$ cat src/rtl/load_store_unit.sv
// load_store_unit
//   Byte/halfword/word load-store sequencer between a core and a
//   word-organised memory with per-lane byte enables.
//
//   Core side : clk, rst (sync, active-high), req, is_store, funct3[2:0],
//               addr[31:0], wdata[31:0] -> busy, done, rdata[31:0], err
//   Memory    : mem_cs (active-low), mem_wr (0 = write), mem_mask[3:0],
//               mem_addr[31:0] (word index), mem_wdata[31:0] <- mem_rdata[31:0]
//
//   Optional feature macro: LSU_MISALIGN_SPLIT_EN
//     defined   : word-crossing accesses are split into two memory cycles
//     undefined : word-crossing accesses complete with err=1, no memory access
module load_store_unit (
  input  logic        clk,
  input  logic        rst,
  input  logic        req,
  input  logic        is_store,
  input  logic [2:0]  funct3,
  input  logic [31:0] addr,
  input  logic [31:0] wdata,
  output logic        busy,
  output logic        done,
  output logic [31:0] rdata,
  output logic        err,
  output logic        mem_cs,
  output logic        mem_wr,
  output logic [3:0]  mem_mask,
  output logic [31:0] mem_addr,
  output logic [31:0] mem_wdata,
  input  logic [31:0] mem_rdata
);

  typedef enum logic [1:0] {IDLE, ACC1, ACC2, DONE} state_t;

  state_t      state, state_nxt;
  logic        st_q;
  logic [2:0]  f3_q;
  logic [31:0] addr_q, wdata_q;
  logic        err_q;
  logic [31:0] word0_q;
  logic [23:0] word1_q;   // a split load never needs the top byte of the second word

  logic        cs_nxt, wr_nxt;
  logic [3:0]  mask_nxt;
  logic [31:0] maddr_nxt, mwd_nxt;

  function automatic logic [3:0] size_mask(input logic [1:0] sz);
    case (sz)
      2'b00:   return 4'b0001;
      2'b01:   return 4'b0011;
      default: return 4'b1111;
    endcase
  endfunction

  function automatic logic illegal_f3(input logic st, input logic [2:0] f3);
    if (st)
      return (f3 != 3'b000) && (f3 != 3'b001) && (f3 != 3'b010);
    return (f3 == 3'b011) || (f3[2:1] == 2'b11);
  endfunction

  function automatic logic [31:0] extend_load(input logic [2:0] f3, input logic [31:0] raw);
    logic signed [31:0] ext;
    case (f3)
      3'b000:  ext = 32'($signed(raw[7:0]));
      3'b001:  ext = 32'($signed(raw[15:0]));
      3'b100:  ext = {24'd0, raw[7:0]};
      3'b101:  ext = {16'd0, raw[15:0]};
      default: ext = raw;
    endcase
    return ext;
  endfunction

  // Lane footprint of the incoming request over two words: [3:0] first word,
  // [7:4] spill-over into the next word (non-zero means the access crosses).
  logic [7:0] lanes_in;
  logic       cross_in, accept_ok;
  assign lanes_in = {4'b0000, size_mask(funct3[1:0])} << addr[1:0];
  assign cross_in = |lanes_in[7:4];
`ifdef LSU_MISALIGN_SPLIT_EN
  assign accept_ok = !illegal_f3(is_store, funct3);
`else
  assign accept_ok = !illegal_f3(is_store, funct3) && !cross_in;
`endif

  // Lanes of the latched access that fall into the second word.
  logic [3:0] hi_q;
  assign hi_q = size_mask(f3_q[1:0]) >> (3'd4 - {1'b0, addr_q[1:0]});

  // State register
  always_ff @(posedge clk) begin
    if (rst) state <= IDLE;
    else     state <= state_nxt;
  end

  // Next-state logic
  always_comb begin
    state_nxt = state;
    case (state)
      IDLE: if (req) state_nxt = accept_ok ? ACC1 : DONE;
`ifdef LSU_MISALIGN_SPLIT_EN
      ACC1: state_nxt = (|hi_q) ? ACC2 : DONE;
`else
      ACC1: state_nxt = DONE;
`endif
      ACC2: state_nxt = DONE;
      DONE: state_nxt = IDLE;
      default: state_nxt = IDLE;
    endcase
  end

  // Output logic
  logic [31:0] raw;
  always_comb begin
    case (addr_q[1:0])
      2'd0: raw = word0_q;
      2'd1: raw = {word1_q[7:0],  word0_q[31:8]};
      2'd2: raw = {word1_q[15:0], word0_q[31:16]};
      default: raw = {word1_q[23:0], word0_q[31:24]};
    endcase
    busy  = (state != IDLE);
    done  = (state == DONE);
    err   = done && err_q;
    rdata = (done && !err_q && !st_q) ? extend_load(f3_q, raw) : 32'd0;
  end

  // Request latch and load capture
  always_ff @(posedge clk) begin
    if (rst) begin
      st_q    <= 1'b0;
      f3_q    <= 3'd0;
      addr_q  <= 32'd0;
      wdata_q <= 32'd0;
      err_q   <= 1'b0;
      word0_q <= 32'd0;
      word1_q <= 24'd0;
    end else begin
      if (state == IDLE && req) begin
        st_q    <= is_store;
        f3_q    <= funct3;
        addr_q  <= addr;
        wdata_q <= wdata;
        err_q   <= !accept_ok;
      end
      if (state == ACC1 && !st_q) word0_q <= mem_rdata;
      if (state == ACC2 && !st_q) word1_q <= mem_rdata[23:0];
    end
  end

  // Memory-side values for the coming cycle; registered so they stay
  // stable across the memory's falling-edge write.
  always_comb begin
    cs_nxt    = 1'b1;
    wr_nxt    = 1'b1;
    mask_nxt  = 4'b0000;
    maddr_nxt = 32'd0;
    mwd_nxt   = 32'd0;
    if (state_nxt == ACC1) begin
      cs_nxt    = 1'b0;
      wr_nxt    = !is_store;
      maddr_nxt = {2'b00, addr[31:2]};
      if (is_store) begin
        mask_nxt = lanes_in[3:0];
        mwd_nxt  = wdata << {addr[1:0], 3'b000};
      end
    end else if (state_nxt == ACC2) begin
      cs_nxt    = 1'b0;
      wr_nxt    = !st_q;
      maddr_nxt = {2'b00, addr_q[31:2] + 30'd1};   // 30-bit add wraps to 0
      if (st_q) begin
        mask_nxt = hi_q;
        mwd_nxt  = wdata_q >> (6'd32 - {1'b0, addr_q[1:0], 3'b000});
      end
    end
  end

  always_ff @(posedge clk) begin
    if (rst) begin
      mem_cs    <= 1'b1;
      mem_wr    <= 1'b1;
      mem_mask  <= 4'b0000;
      mem_addr  <= 32'd0;
      mem_wdata <= 32'd0;
    end else begin
      mem_cs    <= cs_nxt;
      mem_wr    <= wr_nxt;
      mem_mask  <= mask_nxt;
      mem_addr  <= maddr_nxt;
      mem_wdata <= mwd_nxt;
    end
  end

endmodule

$ cat config.mk
export PLATFORM = sky130hd
export DESIGN_NAME = load_store_unit
export DESIGN_NICKNAME = d
export VERILOG_FILES = /design/src/rtl/load_store_unit.sv
export SDC_FILE = /design/constraint.sdc
export NUM_CORES = 1
export LEC_CHECK = 0
export ABC_AREA = 0
export BUFFER_PORTS_ARGS = -buffer_cell sky130_fd_sc_hd__clkbuf_2
export CAP_MARGIN = 20
export CORE_MARGIN = 8
export CORE_UTILIZATION = 59
export DETAILED_ROUTE_END_ITERATION = 7
export GPL_ROUTABILITY_DRIVEN = 0
export PLACE_DENSITY = 0.89
export SKIP_CTS_REPAIR_TIMING = 1
export SLEW_MARGIN = 20
export SYNTH_ARGS = -nofsm -noshare
export SYNTH_HDL_FRONTEND = slang
export SYNTH_SLANG_ARGS = --single-unit
$ cat constraint.sdc
create_clock -name clk -period 6.3 [get_ports clk]
set_input_delay 0.945 -clock clk [delete_from_list [all_inputs] [get_ports clk]]
set_output_delay 0.945 -clock clk [all_outputs]
set_load 0.03 [all_outputs]
== Word-level counts from Yosys, hierarchy flattened ==
Cells that the tools add are included.

* Register bits: 197
* Bits of input ports: 103
* Output and inout bits: 105
* Logic and storage cells: 88

* Add/subtract/negate cells: 3
* Equality and inequality tests: 16
* Shift-type cells: 4
* Multiplexer cells: 25
* Reductions and logical operators: 26

{| class="wikitable"
|+ Operators by type and width
! operator !! count
|-
| $mux W32 || 5
|-
| $pmux W32 S4 || 1
|-
| $pmux W32 S3 || 1
|-
| $mux W30 || 2
|-
| $shl A32 B5 Y32 || 1
|-
| $shr A32 B6 Y32 || 1
|-
| $add A30 B1 Y30 const B || 1
|-
| $mux W4 || 4
|-
| $pmux W4 S2 || 2
|-
| $eq A2 B1 Y1 const B || 5
|-
| $eq A2 B2 Y1 const B || 5
|-
| $logic_and A1 B1 Y1 || 9
|-
| $logic_not A2 Y1 || 4
|-
| $shl A4 B2 Y8 || 1
|-
| $mux W1 || 7
|-
| $eq A3 B3 Y1 const B || 2
|-
| $logic_not A1 Y1 || 6
|-
| $pmux W2 S3 || 1
|-
| $sub A6 B5 Y6 const A || 1
|-
| $mux W2 || 2
|-
| $reduce_or A2 Y1 || 2
|-
| $reduce_or A4 Y1 || 1
|-
| $shr A4 B3 Y4 || 1
|-
| $eq A3 B1 Y1 const B || 1
|-
| other kinds (8) || 8
|}

== Depth between registers and ports, before layout ==
* Depth in word-level cells: 13
* Depth in mapped cells: 12

== Worst setup path before layout ==
OpenSTA, ideal clock, no wires.

* Path kind: reg2out
* From: register addr_q[0]
* To: output port rdata[21]
* Arrival time: 2.587 ns
* Setup slack: 2.768 ns
* Cell stages (with the launch flop): 11
* Buffers on the path: 4
* Cells stage by stage: dfxtp_1 clkbuf_1 clkinv_1 ha_1 clkbuf_1 a222oi_1 a2111o_1 buf_2 a21boi_4 buf_6 a21oi_2

* Longest elaborated chain between the ends: 4
* Elaborated cells between the ends (all ways): 6
* Classes of those cells: eq/ne (2); mux (3); reduce/logical (1)

{| class="wikitable"
|+ Ends and longest elaborated chain
! item !! RTL line !! RTL
|-
| from (decl) || 38 || <nowiki>logic [31:0] addr_q, wdata_q;</nowiki>
|-
| from (signal assigned) || 140 || <nowiki>addr_q <= addr;</nowiki>
|-
| $eq A2 B2 Y1, or another cell as far along || 114 || <nowiki>case (addr_q[1:0])</nowiki>
|-
| $pmux W32 S3 (*) || 114 ||
|-
| $pmux W32 S4 (*) || 63 || <nowiki>case (f3)</nowiki>
|-
| $mux W32 (*) || 123 || <nowiki>rdata = (done && !err_q && !st_q) ? extend_load(f3_q, raw) : 32'd0;</nowiki>
|-
| to (decl) || 23 || <nowiki>output logic [31:0] rdata,</nowiki>
|}

Mark *: on every way between the ends. The rest lies on a longest branch, timed or not.

== Worst setup path in the final report ==
* From: register addr_q[0]
* To: output port rdata[18]

Same word-level chain as after synthesis.

==> metrics <==
Ports 208; RSZ-0062 raised after global routing false; Die Width about 140 µm; design area 11000 µm²; Final #Nets approximately 1400; hpwl dp just over 20000 µm; DR WL/cell about 19 µm; Ys Warns 0; Max Slew Vio Count 0; Initial Util about three fifths; vias in the first global route between 8000 and 9000; crit path kind flip-flop to primary output; GR Overflow Total 0; Placement Cell Area roughly 10000 µm²; Clock Latency Late Sink around 0.44 ns; First DRT Iteration DRCs ~1500; share of cells above drive strength 1 21.5%; Reg-to-Reg Start state[0]$_SDFF_PP0_; DRT Pass-1 Iters 8; cells along the critical path buf_4 > clkinv_1 > ha_1 > buf_8 > a222oi_1 > a2111o_1 > a21boi_4 > a21oi_1 > clkbuf_2; delay-heaviest family, CP compound AO/OA/AOI/OAI gates; ys async rst share 0%; reg-to-reg slack, setup roughly 2.6 ns; Tcrit/Tclk final between 70% and 80%; Post-synth EDFFs 0; PwrDens 419 nW/µm²; clk_skew ~0.010 ns; Via density 6.20; fmax around 210 MHz; area delta synth->final 18.0%; required time worst endpoint 5.35 ns; Critical Path AT between 3 and 4 ns; Slew @ Worst Pin 1.08 ns; ys flop type dfxtp_1; Core Area roughly 16000 µm²; Slew headroom 28.3%; Largest stage delay, worst path 0.53 ns; Min-Delay Path Depth 2; #FFs+latches synth roughly 200; CP max stage cell a21boi_4; I/O Buffers about 210; most frequent cells in the layout nand2_1, clkbuf_2, dfxtp_1, a21oi_1, nor2_1; Root Buffer clkbuf_16; Die Y approximately 140 µm; Reg2Reg Capture Point mem_wdata[16]$_SDFF_PP0_; status finished, violations left; first-pass GRT wire length 45800 µm; clk slew on worst S/H paths about 0.070 ns; antenna violations before repair 3; Die Area 20200 µm²; post-synthesis area per instance between 7 and 8 µm²; Worst Hold End wdata_q[6]$_SDFFE_PP0P_; start point of the worst hold path wdata_q[6]$_SDFFE_PP0P_; clock sinks 195; wirelength, routed between 20000 and 30000 µm; clk buf depth 2; CP Max Fanout 32; Post-Syn Instances approximately 1200; CTS tree yes; Worst setup SP type flip-flop; Reg2Reg Depth 9; most common cell after layout, fill and taps aside nand2_1; max-cap violations 0; leakage power ~4.5 nW; largest net degree at the start of global routing roughly 100; number of CTS-inserted buffers 17; # rows 46; Post-route DRC roughly 40; post-route antenna net violation count 0; htree depth 4; endpoints failing hold 0; failing checks design-rule violations; CP bufs+invs 4; VDD IR-drop max about 0.37 mV; Distinct cells, synth 67; Worst Hold Class flip-flop to flip-flop; CP endpoint kind primary output; WP depth 9; synthesized cell area 9360 µm²; fin crit period 4.76 ns; routed via count around 9700; register area share after synthesis about two fifths; GRT Overall Usage approximately 28%; final setup violation count 0; Setup TNS 0 ns
==> synth_stat cells, drive strengths merged, types with 12 or more instances <==
library cell	instances	area, µm²
clkbuf	81	305
mux2i	31	310
o211ai	28	210
nand2	318	1190
a222oi	40	400
a21oi	184	958
dfxtp	195	3900
nor2	81	304
nor3	12	60.1
ha	12	150
buf	23	119
nand3	15	80.1
o21ai	14	70.1
==> logic make-up (layout without fill, tap and decap cells) <==
| family | after synthesis | count (layout) | share of synthesized area, % |
|---|---|---|---|
| and+or+nand+nor | 486 | 486 | 22.4 |
| xor gates and xnor gates | 8 | 8 | 0.748 |
| AOI/OAI and AO/OA | 337 | 337 | 24.1 |
| DFF | 195 | 195 | 41.7 |
| buffers and inverters | 116 | 264 | 5.01 |
| other | 1 | 5 | 0.0401 |
| muxes | 40 | 40 | 4.40 |
| adders and majority gates | 12 | 12 | 1.60 |
==> metrics by stage <==
step           utilization [%]  worst slack, ns  power [mW]  hold WS, ns  instances
2_1_floorplan                -             2.77        2.93        0.436       1196
3_3_place_gp              65.9             1.89        3.35        0.441       1527
3_5_place_dp              65.9             1.71        3.40        0.447       1527
4_1_cts                   70.1             1.56        4.59        0.456       1559
5_1_grt                   70.3             1.37        4.85        0.471       1563
6_report                  70.3             1.54        4.62        0.456       1563
==> where the power goes <==
group / switching (mW) / leakage, nW / internal [mW]
Clock: 0.479 / 0.313 / 0.711
Combinational: 1.16 / 2.64 / 0.544
Sequential: 0.225 / 1.59 / 1.50
==> tightest hold or removal path, stage by stage (launching register included) <==
cell     delay, ns
dfxtp_1       0.31
nand2_1       0.05
a21oi_1       0.05
==> routing by layer <==
layer | vias up | GRT usage (%) | part of all wire (%)
met5 | - | 0 | 0
met4 | 0 | 13.7 | 4.5
met3 | 106 | 7.01 | 10
met2 | 616 | 43.5 | 46
met1 | 4469 | 35.6 | 39
li1 | 4500 | - | -
==> how the worst max path moves through the flow <==
stage / start / end / slack, ns
final: addr_q[0]$_SDFFE_PP0P_ / rdata[18] / 1.54
after floorplan: addr_q[0]$_SDFFE_PP0P_ / rdata[21] / 2.77
after global routing: addr_q[0]$_SDFFE_PP0P_ / rdata[18] / 1.37
after detailed placement: addr[0] / mem_wdata[20]$_SDFF_PP0_ / 1.71
after global placement: addr[0] / mem_wdata[0]$_SDFF_PP0_ / 1.89
after CTS: addr_q[0]$_SDFFE_PP0P_ / rdata[18] / 1.56
==> flip-flops by register name (all words and copies together), names as in the netlist, 2 cells and up <==
signal     count
addr_q        32
f3_q           3
mem_addr      30
mem_mask       4
mem_wdata     32
state          2
wdata_q       32
word0_q       32
word1_q       24
==> area by class of cell <==
class	instances	area [µm²]
multi-input cells	885	5010
fillers	1220	4670
flip-flops and latches	195	3900
repair buffers	220	1150
clock buffers	22	484
well taps	216	270
clock inverters	10	170
inverters	12	45.0
diodes	3	7.51
(Power assumes the default switching activity.)
